**src/rtl/pea_fire_scheduler.sv**
```systemverilog
// Autonomous CFDF firing scheduler for the PEA actor: presents the current mode, waits for
// enable, strobes invoke, waits for firing completion, then adopts the requested next mode.
module pea_fire_scheduler #(
  parameter int TIMEOUT = 4000,
  parameter int TO_W    = 12,
  parameter int CNT_W   = 16
) (
  input  logic             clk,
  input  logic             rst,
  input  logic             start,
  input  logic             enable,
  input  logic             FC,
  input  logic [1:0]       next_mode_in,
  output logic             invoke,
  output logic [1:0]       next_instr,
  output logic             busy,
  output logic [CNT_W-1:0] fire_count,
  output logic             timeout_err,
  output logic             mode_err
);

  typedef enum logic [2:0] {
    S_IDLE, S_SETTLE, S_CHECK, S_FIRE, S_WAIT, S_HALT
  } state_e;

  state_e           r_state;
  state_e           w_next_state;
  logic [TO_W-1:0]  r_wdog;
  logic             r_fc_armed;
  logic             r_invoke;
  logic             r_busy;
  logic [1:0]       r_next_instr;
  logic [CNT_W-1:0] r_fire_count;
  logic             r_timeout_err;
  logic             r_mode_err;
  logic             w_complete;
  logic             w_wdog_expire;
  logic             w_invoke_d;
  logic             w_busy_d;

  // A level FC still high from the previous firing must first be seen low before it counts.
  assign w_complete    = (r_state == S_WAIT) && FC && r_fc_armed;
  assign w_wdog_expire = (r_state == S_WAIT) && !w_complete &&
                         (r_wdog == TO_W'(TIMEOUT - 1));

  // NOTE: sequential state uses non-blocking assignments so every register samples
  // pre-edge values; blocking here would create order-dependent simulation races.
  always_ff @(posedge clk or negedge rst) begin
    if (!rst) r_state <= S_IDLE;
    else      r_state <= w_next_state;
  end

  // NOTE: every signal assigned in always_comb gets a default first, so no path
  // leaves it unassigned and no latch is inferred.
  always_comb begin
    w_next_state = r_state;
    case (r_state)
      S_IDLE:   if (start) w_next_state = S_SETTLE;
      S_SETTLE: w_next_state = S_CHECK;
      S_CHECK: begin
        if (!start)     w_next_state = S_IDLE;
        else if (enable) w_next_state = S_FIRE;
      end
      S_FIRE:   w_next_state = S_WAIT;
      S_WAIT: begin
        if (w_complete)         w_next_state = start ? S_SETTLE : S_IDLE;
        else if (w_wdog_expire) w_next_state = S_HALT;
      end
      S_HALT:   w_next_state = S_HALT;
      default:  w_next_state = S_IDLE;
    endcase
  end

  // Outputs are decoded from the next state and registered, so they align with the state.
  always_comb begin
    w_invoke_d = 1'b0;
    w_busy_d   = 1'b0;
    case (w_next_state)
      S_SETTLE, S_CHECK, S_WAIT: w_busy_d = 1'b1;
      S_FIRE: begin
        w_busy_d   = 1'b1;
        w_invoke_d = 1'b1;
      end
      default: ;
    endcase
  end

  always_ff @(posedge clk or negedge rst) begin
    if (!rst) begin
      r_invoke      <= 1'b0;
      r_busy        <= 1'b0;
      r_wdog        <= '0;
      r_fc_armed    <= 1'b0;
      r_next_instr  <= 2'b00;
      r_fire_count  <= '0;
      r_timeout_err <= 1'b0;
      r_mode_err    <= 1'b0;
    end else begin
      r_invoke <= w_invoke_d;
      r_busy   <= w_busy_d;
      case (r_state)
        S_FIRE: begin
          r_wdog     <= '0;
          r_fc_armed <= ~FC;
        end
        S_WAIT: begin
          if (!FC) r_fc_armed <= 1'b1;
          if (w_complete) begin
            r_fire_count <= r_fire_count + CNT_W'(1);
            if (next_mode_in == 2'b11) begin
              r_next_instr <= 2'b00;
              r_mode_err   <= 1'b1;
            end else begin
              r_next_instr <= next_mode_in;
            end
          end else begin
            r_wdog <= r_wdog + TO_W'(1);
            if (w_wdog_expire) r_timeout_err <= 1'b1;
          end
        end
        default: ;
      endcase
    end
  end

  assign invoke      = r_invoke;
  assign busy        = r_busy;
  assign next_instr  = r_next_instr;
  assign fire_count  = r_fire_count;
  assign timeout_err = r_timeout_err;
  assign mode_err    = r_mode_err;

endmodule

```
**config.mk**
```make
export PLATFORM = sky130hd
export DESIGN_NAME = pea_fire_scheduler
export DESIGN_NICKNAME = d
export VERILOG_FILES = /design/src/rtl/pea_fire_scheduler.sv
export SDC_FILE = /design/constraint.sdc
export NUM_CORES = 1
export LEC_CHECK = 0
export ABC_CLOCK_PERIOD_IN_PS = 1800
export BUFFER_PORTS_ARGS = -buffer_cell sky130_fd_sc_hd__buf_2
export CORE_ASPECT_RATIO = 2
export CORE_MARGIN = 1.5
export CORE_UTILIZATION = 50
export DETAILED_ROUTE_END_ITERATION = 10
export PLACE_DENSITY = 0.77
export SLEW_MARGIN = 20
export SYNTH_ARGS = -nofsm -noshare
export SYNTH_HDL_FRONTEND = slang
export SYNTH_SLANG_ARGS = --single-unit
```
**constraint.sdc**
```tcl
create_clock -name clk -period 1.8 [get_ports clk]
set_clock_uncertainty 0.15 [all_clocks]
set_input_delay 0 -clock clk [delete_from_list [all_inputs] [get_ports clk]]
set_output_delay 0 -clock clk [all_outputs]
set_load 0.05 [all_outputs]
```
==> results.sh, run 1 <==
export IMPL_cts_root_buf="clkbuf_8"
export IMPL_setup_violations=0
export IMPL_routedWlPerCell_um=14.80
export IMPL_drive_gt1_frac=0.3274
export IMPL_rsz0062_at_grt="true"
export IMPL_drv_slew=0
export IMPL_diodes=0
export IMPL_hold_viol=0
export IMPL_maxCapViolations=0
export IMPL_wl_um=4056
export IMPL_cp_num_buf_inv=0
export IMPL_core_area_mm2=0.003453
export IMPL_die_area_mm2=0.004042
export IMPL_ctsHtreeMaxLevel=2
export IMPL_critPathSlowestCell="or4_1"
export IMPL_cp_max_fo=6
export IMPL_cp_required_ns=1.87
export IMPL_pin_count=29
export IMPL_num_vias=1475
export IMPL_clkSlewWorstSetupHoldPaths_ns=0.07
export IMPL_yosys_area_top_type="dfrtp_1"
export IMPL_most_common_layout_cells="28 x buf_2, 27 x dfrtp_1, 22 x nand2_1"
export IMPL_cts_tree="done"
export IMPL_syn_nets=183
export IMPL_finalCritPeriodShare=0.9715
export IMPL_cts_sinks=38
export IMPL_post_place_ws_ns=0.01683
export IMPL_fin_nets=235
export IMPL_final_common_cell="buf_2"
export IMPL_grt_overflow_total=0
export IMPL_end_kind="flop"
export IMPL_drtPass1Iterations=4
export IMPL_n_fill_cell=305
export IMPL_status="complete, no violations"
export IMPL_p_leak_nw=1.116
export IMPL_grt_usage=0.2333
export IMPL_antenna_found_initial=0
export IMPL_worst_pin_slew_ns=0.4730
export IMPL_yosys_warnings=0
export IMPL_grt_pass1_vias=1521
export IMPL_cts_buffers=5
export IMPL_drt_initial_drc_count=30
export IMPL_reg2reg_slack_ns=0.05
export IMPL_holdCritPathClass="primary input to asynchronous set/reset pin"
export IMPL_clockBufferDepth=2
export IMPL_clkLatencyLatePin_ns=0.29
export IMPL_place_congestion=0.8633
export IMPL_syn_avg_cell_area_um2=10.48
export IMPL_synth_cell_types=34
export IMPL_viasPerCell=5.383
export IMPL_synth_area_leaders="dfrtp_1 52%, xor2_1 5.3%, nand2_1 4.9%, xnor2_1 3.8%, nand3_1 2.5%"
export IMPL_path_class="flop to flop"
export IMPL_fin_util=0.6627
export IMPL_setup_ws_ns=0.05124
export IMPL_ir_drop_v=0.0006705
export IMPL_die_y_um=88.42
export IMPL_slew_headroom=0.6847
export IMPL_fp_dieW_um=45.71
export IMPL_grt_pass1_wl_um=6906
export IMPL_port_buffers=28
export IMPL_synthesis_area_mm2=0.001824
export IMPL_timing_fmax_mhz=571.8
export IMPL_synth_seq_cells=38
export IMPL_row_count=30
export IMPL_cp_top_family="simple AND/OR/NAND/NOR gates"
export IMPL_ys_seq_area_frac=0.5213
export IMPL_slowest_delay_ns=0.52
export IMPL_start_util=0.5283
export IMPL_grt_max_degree=39
export IMPL_path_cells="a21boi_4 -> nand3_4 -> or4_1 -> a21oi_1"
export IMPL_drc=0
export IMPL_powerDensity_mw_per_mm2=652.3
export IMPL_fin_crit_ns=1.749
export IMPL_drtAntennaViolNets=0
export IMPL_post_dp_hpwl_um=2943
export IMPL_critPathLaunchType="flop"
export IMPL_setup_tns_final_ns=0
export IMPL_netlist_instances=174
export IMPL_arrival_ns=1.82
export IMPL_synth_top_area_frac=0.5213
export IMPL_syn2layout_area_growth_pct=25.45
## kinds of logic (layout without fill, tap and decap cells)
logic type | Yosys count | count (layout) | synth area share
simple gates | 85 | 85 | 0.2627
flops | 38 | 38 | 0.5213
compound gates | 22 | 22 | 0.07956
xor+xnor | 19 | 19 | 0.09122
buf+inv | 6 | 58 | 0.02057
fa+ha+maj | 2 | 2 | 0.01372
mux | 2 | 2 | 0.01097
## where the power goes
part | switching (mW) | internal, mW
clock network | 0.286 | 0.304
registers | 0 | 0.853
logic | 0.0287 | 0.0206
total | 0.315 | 1.18
## sequential cells by signal, indices dropped and copies added, names as in the netlist
name	cells
busy	1
fire_count	16
invoke	1
mode_err	1
next_instr	2
r_fc_armed	1
r_state	3
r_wdog	12
timeout_err	1
## synthesized netlist by cell type, drive strengths merged
master  count
a21oi       7
or3b        1
a31o        1
o31ai       3
nand3      10
buf         3
and4bb      1
nor4        2
a211oi      1
o211ai      3
inv         2
or3         2
or2         2
clkbuf      1
nor3        9
xor2       11
and4        4
nand4       7
o21ai       6
xnor2       8
a21boi      1
dfrtp      38
nand2      24
nor2b       1
nand2b      3
nor2       12
mux2i       2
or4         4
ha          2
and3        3
## metal layers
| metal | GRT usage | vias to the layer above | wire length, um |
|---|---|---|---|
| li1 | - | 723 | - |
| met1 | 0.2672 | 719 | 1625 |
| met2 | 0.4059 | 26 | 2243 |
| met3 | 0.05102 | 7 | 111 |
| met4 | 0.09091 | 0 | 76 |
| met5 | 0 | - | 0 |
## path summary, 6_finish.rpt
check | from | end | cells past startpoint
hold / removal | rst | r_wdog[5]$_DFFE_PN0P_ | 3
hold reg to reg | timeout_err$_DFFE_PN0P_ | timeout_err$_DFFE_PN0P_ | 1
setup / recovery | r_state[2]$_DFF_PN0_ | r_wdog[10]$_DFFE_PN0P_ | 4
setup reg to reg | r_state[2]$_DFF_PN0_ | r_wdog[10]$_DFFE_PN0P_ | 4
min in group clk | timeout_err$_DFFE_PN0P_ | timeout_err$_DFFE_PN0P_ | 1
max in group asynchronous | rst | fire_count[3]$_DFFE_PN0P_ | 3
## layout make-up
cell class	count	area [um^2]	area share
Clock buffer	7	86.33	0.03773
Inverter	2	7.507	0.003280
Multi-Input combinational cell	130	857.1	0.3745
Sequential cell	38	964.7	0.4215
Tap cell	48	60.06	0.02624
Timing Repair Buffer	49	312.8	0.1367
## what timing repair did
item | CTS | global route
hold buffers | 6 | 0
hold endpoints to repair | 45 | 0
resized for setup | 0 | 10
buffers inserted | 0 | 3
endpoints found under the setup margin | 0 | 13
## tightest hold or removal path: stages
cell	delay, ns
dlygate4sd3_1	0.52
buf_2	0.09
buf_4	0.40
## stage by stage
stage	instance area [um^2]	hold slack (ns)	cells	total power, mW
2_1_floorplan	1833	-0.4456	174	0.8765
3_3_place_gp	2093	-0.08552	258	0.9070
3_5_place_dp	2093	-0.07783	258	0.9080
4_1_cts	2240	0.1439	271	1.504
5_1_grt	2288	0.1836	274	1.546
6_report	2288	0.1197	274	1.493
(Power assumes the default switching activity.)
==> run 2: changes to the inputs <==
--- a/config.mk
+++ b/config.mk
@@ -12,6 +12,7 @@
 export CORE_UTILIZATION = 50
 export DETAILED_ROUTE_END_ITERATION = 10
 export PLACE_DENSITY = 0.77
+export RECOVER_POWER = 25
 export SLEW_MARGIN = 20
 export SYNTH_ARGS = -nofsm -noshare
 export SYNTH_HDL_FRONTEND = slang
==> run 2 against run 1 <==
Against the previous run: cell area shrank 0.11%; cell count unchanged; wire length barely moved; core utilization down 0.072 points; critical endpoint unchanged; largest cell class unchanged; largest power group unchanged.
==> results.sh, run 2 (same netlist as run 1, synthesis figures left out) <==
export IMPL_status="complete, no violations"
export IMPL_die_y_um=88.42
export IMPL_r2r_end="r_wdog[10]$_DFFE_PN0P_"
export IMPL_largest_reg_flops=16
export IMPL_ir_drop_v=0.0006705
export IMPL_reg2reg_slack_ns=0.05
export IMPL_worst_pin_slew_ns=0.9147
export IMPL_antenna_found_initial=0
export IMPL_placed_area_mm2=0.002093
export IMPL_cts_sinks=38
export IMPL_cts_tree="done"
export IMPL_cts_root_buf="clkbuf_8"
export IMPL_setup_violations=0
export IMPL_grt_pass1_wl_um=6906
export IMPL_design_area_mm2=0.002286
export IMPL_core_area_mm2=0.003453
export IMPL_maxCapViolations=0
export IMPL_fp_dieW_um=45.71
export IMPL_slew_headroom=0.3902
export IMPL_ctsHtreeMaxLevel=2
export IMPL_cp_required_ns=1.87
export IMPL_diodes=0
export IMPL_finalCritPeriodShare=0.9715
export IMPL_die_area_mm2=0.004042
export IMPL_dp_cells=258
export IMPL_port_buffers=28
export IMPL_slowest_delay_ns=0.52
export IMPL_post_dp_hpwl_um=2943
export IMPL_hold_viol=0
export IMPL_row_count=30
export IMPL_final_common_cell="buf_2"
export IMPL_p_total_mw=1.492
export IMPL_drtAntennaViolNets=0
export IMPL_syn2layout_area_growth_pct=25.31
export IMPL_drt_initial_drc_count=30
export IMPL_start_util=0.5283
export IMPL_end_kind="flop"
export IMPL_grt_max_degree=39
export IMPL_fin_cells=274
export IMPL_path_class="flop to flop"
export IMPL_holdCritPathClass="primary input to asynchronous set/reset pin"
export IMPL_most_common_layout_cells="28 x buf_2, 27 x dfrtp_1, 22 x nand2_1"
export IMPL_fin_hold_ws_ns=0.2923
export IMPL_num_vias=1475
export IMPL_place_congestion=0.8633
export IMPL_grt_usage=0.2333
export IMPL_drc=0
export IMPL_critPathSlowestCell="or4_1"
export IMPL_clkSlewWorstSetupHoldPaths_ns=0.07
export IMPL_powerDensity_mw_per_mm2=652.7
export IMPL_grt_pass1_vias=1521
export IMPL_drtPass1Iterations=4
export IMPL_grt_overflow_total=0
export IMPL_pin_count=29
export IMPL_fin_crit_ns=1.749
export IMPL_rsz0062_at_grt="true"
export IMPL_drive_gt1_frac=0.3274
export IMPL_drv_slew=0
export IMPL_critPathLaunchType="flop"
export IMPL_viasPerCell=5.383
export IMPL_clkLatencyLatePin_ns=0.29
export IMPL_p_leak_nw=1.116
export IMPL_fin_nets=235
export IMPL_cts_buffers=5
export IMPL_routedWlPerCell_um=14.80
export IMPL_reg2regPathDepth=4
export IMPL_path_cells="a21boi_4 -> nand3_4 -> or4_1 -> a21oi_1"
export IMPL_arrival_ns=1.82
export IMPL_timing_fmax_mhz=571.8
export IMPL_clockBufferDepth=2
export IMPL_wl_um=4055
export IMPL_r2r_start="r_state[2]$_DFF_PN0_"
export IMPL_cp_max_fo=6
[run 2: worst max path at each step]
stage                                         start                    endpoint  slack [ns]
after global routing           r_state[1]$_DFF_PN0_  fire_count[15]$_DFFE_PN0P_       -0.05
after CTS                 fire_count[0]$_DFFE_PN0P_  fire_count[10]$_DFFE_PN0P_      0.0004
after floorplan           fire_count[3]$_DFFE_PN0P_  fire_count[15]$_DFFE_PN0P_        0.03
final                          r_state[2]$_DFF_PN0_      r_wdog[10]$_DFFE_PN0P_        0.05
after detailed placement       r_state[2]$_DFF_PN0_      r_wdog[10]$_DFFE_PN0P_        0.02
after global placement         r_state[2]$_DFF_PN0_      r_wdog[10]$_DFFE_PN0P_        0.08
[run 2: timing repair]
item / 4_1_cts / 5_1_grt
endpoints found under the hold margin: 45 / 0
setup buffers: 0 / 3
gates resized for setup: 0 / 10
hold buffers: 6 / 0
endpoints found under the setup margin: 0 / 13
[run 2: layout make-up]
type | count | area (um^2)
sequential | 38 | 964.7
clock buffer | 7 | 86.33
timing repair buffer | 49 | 310.3
tap | 48 | 60.06
multi-input combinational | 130 | 857.1
fill | 306 | 1167
inverter | 2 | 7.507
[run 2: where the power goes]
group / switching [mW] / internal, mW
clock: 0.286 / 0.304
combinational: 0.0286 / 0.0199
sequential: 0 / 0.853
[run 2: critical path: cells and delay by family, from the launching register on]
family	cells	cell delay, ns
AOI/OAI and AO/OA	2	0.45
DFF	1	0.42
and+or+nand+nor	2	0.66
[run 2: metrics by stage]
| step | utilization | worst slack (ns) | setup TNS (ns) |
|---|---|---|---|
| after detailed placement | 0.6062 | 0.01683 | 0 |
| final | 0.6620 | 0.05124 | 0 |
| after CTS | 0.6486 | 0.0003604 | 0 |
| after floorplan | - | 0.03003 | 0 |
| after global placement | 0.6062 | 0.08459 | 0 |
| after global routing | 0.6620 | -0.04876 | -0.1105 |
[run 2: routing by layer]
layer | global-route usage | share of wire
met1 | 0.2672 | 0.40
met2 | 0.4059 | 0.55
met3 | 0.05102 | 0.027
met4 | 0.09091 | 0.019
met5 | 0 | 0
==> run 3: changes to the inputs <==
==> constraint.sdc (replaced) <==
create_clock -name clk -period 1.8 [get_ports clk]
set_clock_uncertainty 0.15 [all_clocks]
set_input_delay 0.18 -clock clk [delete_from_list [all_inputs] [get_ports clk]]
set_output_delay 0.18 -clock clk [all_outputs]
set_load 0.05 [all_outputs]
==> run 3 against run 2 <==
Against the previous run: hold slack lost 0.28 ns; count of clock-buffer cells in the layout shrank 1; cell count grew 0.36%; fmax shrank 2.0%; cell area shrank 0.93%; via count grew 2.3%; sequential power is essentially flat; first-iteration DRC count grew 17%; wire length shrank 2.9%; critical endpoint unchanged.
==> results.sh, run 3 (same netlist as run 1, synthesis figures left out) <==
export IMPL_status="complete, no violations"
export IMPL_min_from="next_mode_in[0]"
export IMPL_hold_viol=0
export IMPL_worst_pin_slew_ns=0.9175
export IMPL_drtPass1Iterations=4
export IMPL_grt_overflow_total=0
export IMPL_multi_input_area_um2=850.8
export IMPL_viasPerCell=5.487
export IMPL_p_leak_nw=1.115
export IMPL_rsz0062_at_grt="true"
export IMPL_row_count=30
export IMPL_pin_count=29
export IMPL_die_area_mm2=0.004042
export IMPL_holdCritPathClass="primary input to flop"
export IMPL_setup_violations=0
export IMPL_cp_max_fo=6
export IMPL_r2r_start="r_state[0]$_DFF_PN0_"
export IMPL_slowest_delay_ns=0.54
export IMPL_most_common_layout_cells="28 x dfrtp_1, 28 x buf_2, 22 x nand2_1"
export IMPL_arrival_ns=1.85
export IMPL_fin_nets=235
export IMPL_die_y_um=88.42
export IMPL_finalCritPeriodShare=0.9916
export IMPL_fin_cells=275
export IMPL_critPathLaunchType="flop"
export IMPL_grt_usage=0.2168
export IMPL_setup_tns_final_ns=0
export IMPL_port_buffers=28
export IMPL_path_class="flop to flop"
export IMPL_post_place_ws_ns=0.03363
export IMPL_cts_buffers=5
export IMPL_syn2layout_area_growth_pct=24.14
export IMPL_regArea_um2=963.4
export IMPL_post_dp_hpwl_um=2858
export IMPL_num_vias=1509
export IMPL_n_fill_cell=298
export IMPL_design_area_mm2=0.002265
export IMPL_drc=0
export IMPL_antenna_found_initial=0
export IMPL_start_util=0.5283
export IMPL_cp_required_ns=1.86
export IMPL_timing_fmax_mhz=560.3
export IMPL_path_cells="buf_4 -> nor2_4 -> nand3_4 -> or4_1 -> a21oi_2"
export IMPL_end_kind="flop"
export IMPL_ctsHtreeMaxLevel=2
export IMPL_ir_drop_v=0.0006105
export IMPL_cts_sinks=38
export IMPL_dp_cells=258
export IMPL_setup_ws_ns=0.01517
export IMPL_clkSlewWorstSetupHoldPaths_ns=0.07
export IMPL_drt_initial_drc_count=35
export IMPL_fp_dieW_um=45.71
export IMPL_cp_top_family="simple AND/OR/NAND/NOR gates"
export IMPL_critPathSlowestCell="or4_1"
export IMPL_cp_startpoint="r_state[0]$_DFF_PN0_"
export IMPL_clkLatencyLatePin_ns=0.28
export IMPL_drv_slew=0
export IMPL_grt_max_degree=39
export IMPL_core_area_mm2=0.003453
export IMPL_clockBufferDepth=2
export IMPL_slew_headroom=0.3883
export IMPL_powerDensity_mw_per_mm2=636.1
export IMPL_maxCapViolations=0
export IMPL_wl_um=3937
export IMPL_drive_gt1_frac=0.3348
export IMPL_grt_pass1_wl_um=6589
export IMPL_routedWlPerCell_um=14.32
export IMPL_placed_area_mm2=0.002106
export IMPL_largest_reg_flops=16
export IMPL_cts_tree="done"
export IMPL_place_congestion=0.8772
export IMPL_cp_num_buf_inv=1
export IMPL_drtAntennaViolNets=0
export IMPL_cts_root_buf="clkbuf_8"
export IMPL_fin_crit_ns=1.785
export IMPL_grt_pass1_vias=1518
export IMPL_diodes=0
[run 3: worst reg2reg max path: cells and delay by family, from the launching register on]
| kind | cells | cell delay (ns) |
|---|---|---|
| and+or+nand+nor | 3 | 0.81 |
| DFF | 1 | 0.45 |
| buffers and inverters | 1 | 0.17 |
| AOI/OAI and AO/OA | 1 | 0.15 |
[run 3: metal layers]
metal  vias up  GRT usage  part of all wire
li1        721          -                 -
met4         0     0.1091             0.028
met2        36     0.3572              0.55
met1       743     0.2606              0.39
met5         -          0                 0
met3         9    0.04082             0.030
[run 3: timing repair]
| item | in CTS | in global routing |
|---|---|---|
| setup buffers | 0 | 7 |
| endpoints found under the setup margin | 0 | 13 |
| endpoints found under the hold margin | 39 | 0 |
| hold buffers | 2 | 0 |
| resized for setup | 0 | 7 |
[run 3: path summary, 6_finish.rpt]
kind                            slack (ns)  depth (start not counted)                 endpoint
worst min register to register        0.31                          1  timeout_err$_DFFE_PN0P_
worst max register to register        0.02                          5   r_wdog[10]$_DFFE_PN0P_
min in group asynchronous             0.50                          3   r_wdog[10]$_DFFE_PN0P_
max in group asynchronous             0.35                          3     r_state[2]$_DFF_PN0_
worst min-delay path                  0.02                          2     mode_err$_DFFE_PN0P_
worst max-delay path                  0.02                          5   r_wdog[10]$_DFFE_PN0P_
[run 3: cell type report]
cell class / count / area share
inverter: 2 / 0.003315
multi-input combinational: 130 / 0.3757
timing repair buffer: 49 / 0.1326
clock buffer: 6 / 0.03204
clock inverter: 2 / 0.004420
sequential: 38 / 0.4254
tap: 48 / 0.02652
[run 3: power by group]
part	leakage [nW]	switching [mW]	total, mW	internal (mW)
Sequential	0.491	0	0.853	0.853
Clock	0.0450	0.277	0.546	0.268
Combinational	0.579	0.0271	0.0417	0.0146
Total	1.12	0.305	1.44	1.14
[run 3: metrics by stage]
stage | utilization | power [mW] | hold slack, ns
5_1_grt | 0.6558 | 1.503 | 0.002115
3_5_place_dp | 0.6098 | 0.9113 | 0.009837
2_1_floorplan | - | 0.8765 | -0.2656
6_report | 0.6558 | 1.441 | 0.01703
3_3_place_gp | 0.6098 | 0.9107 | 0.006049
4_1_cts | 0.6395 | 1.466 | 0.01031
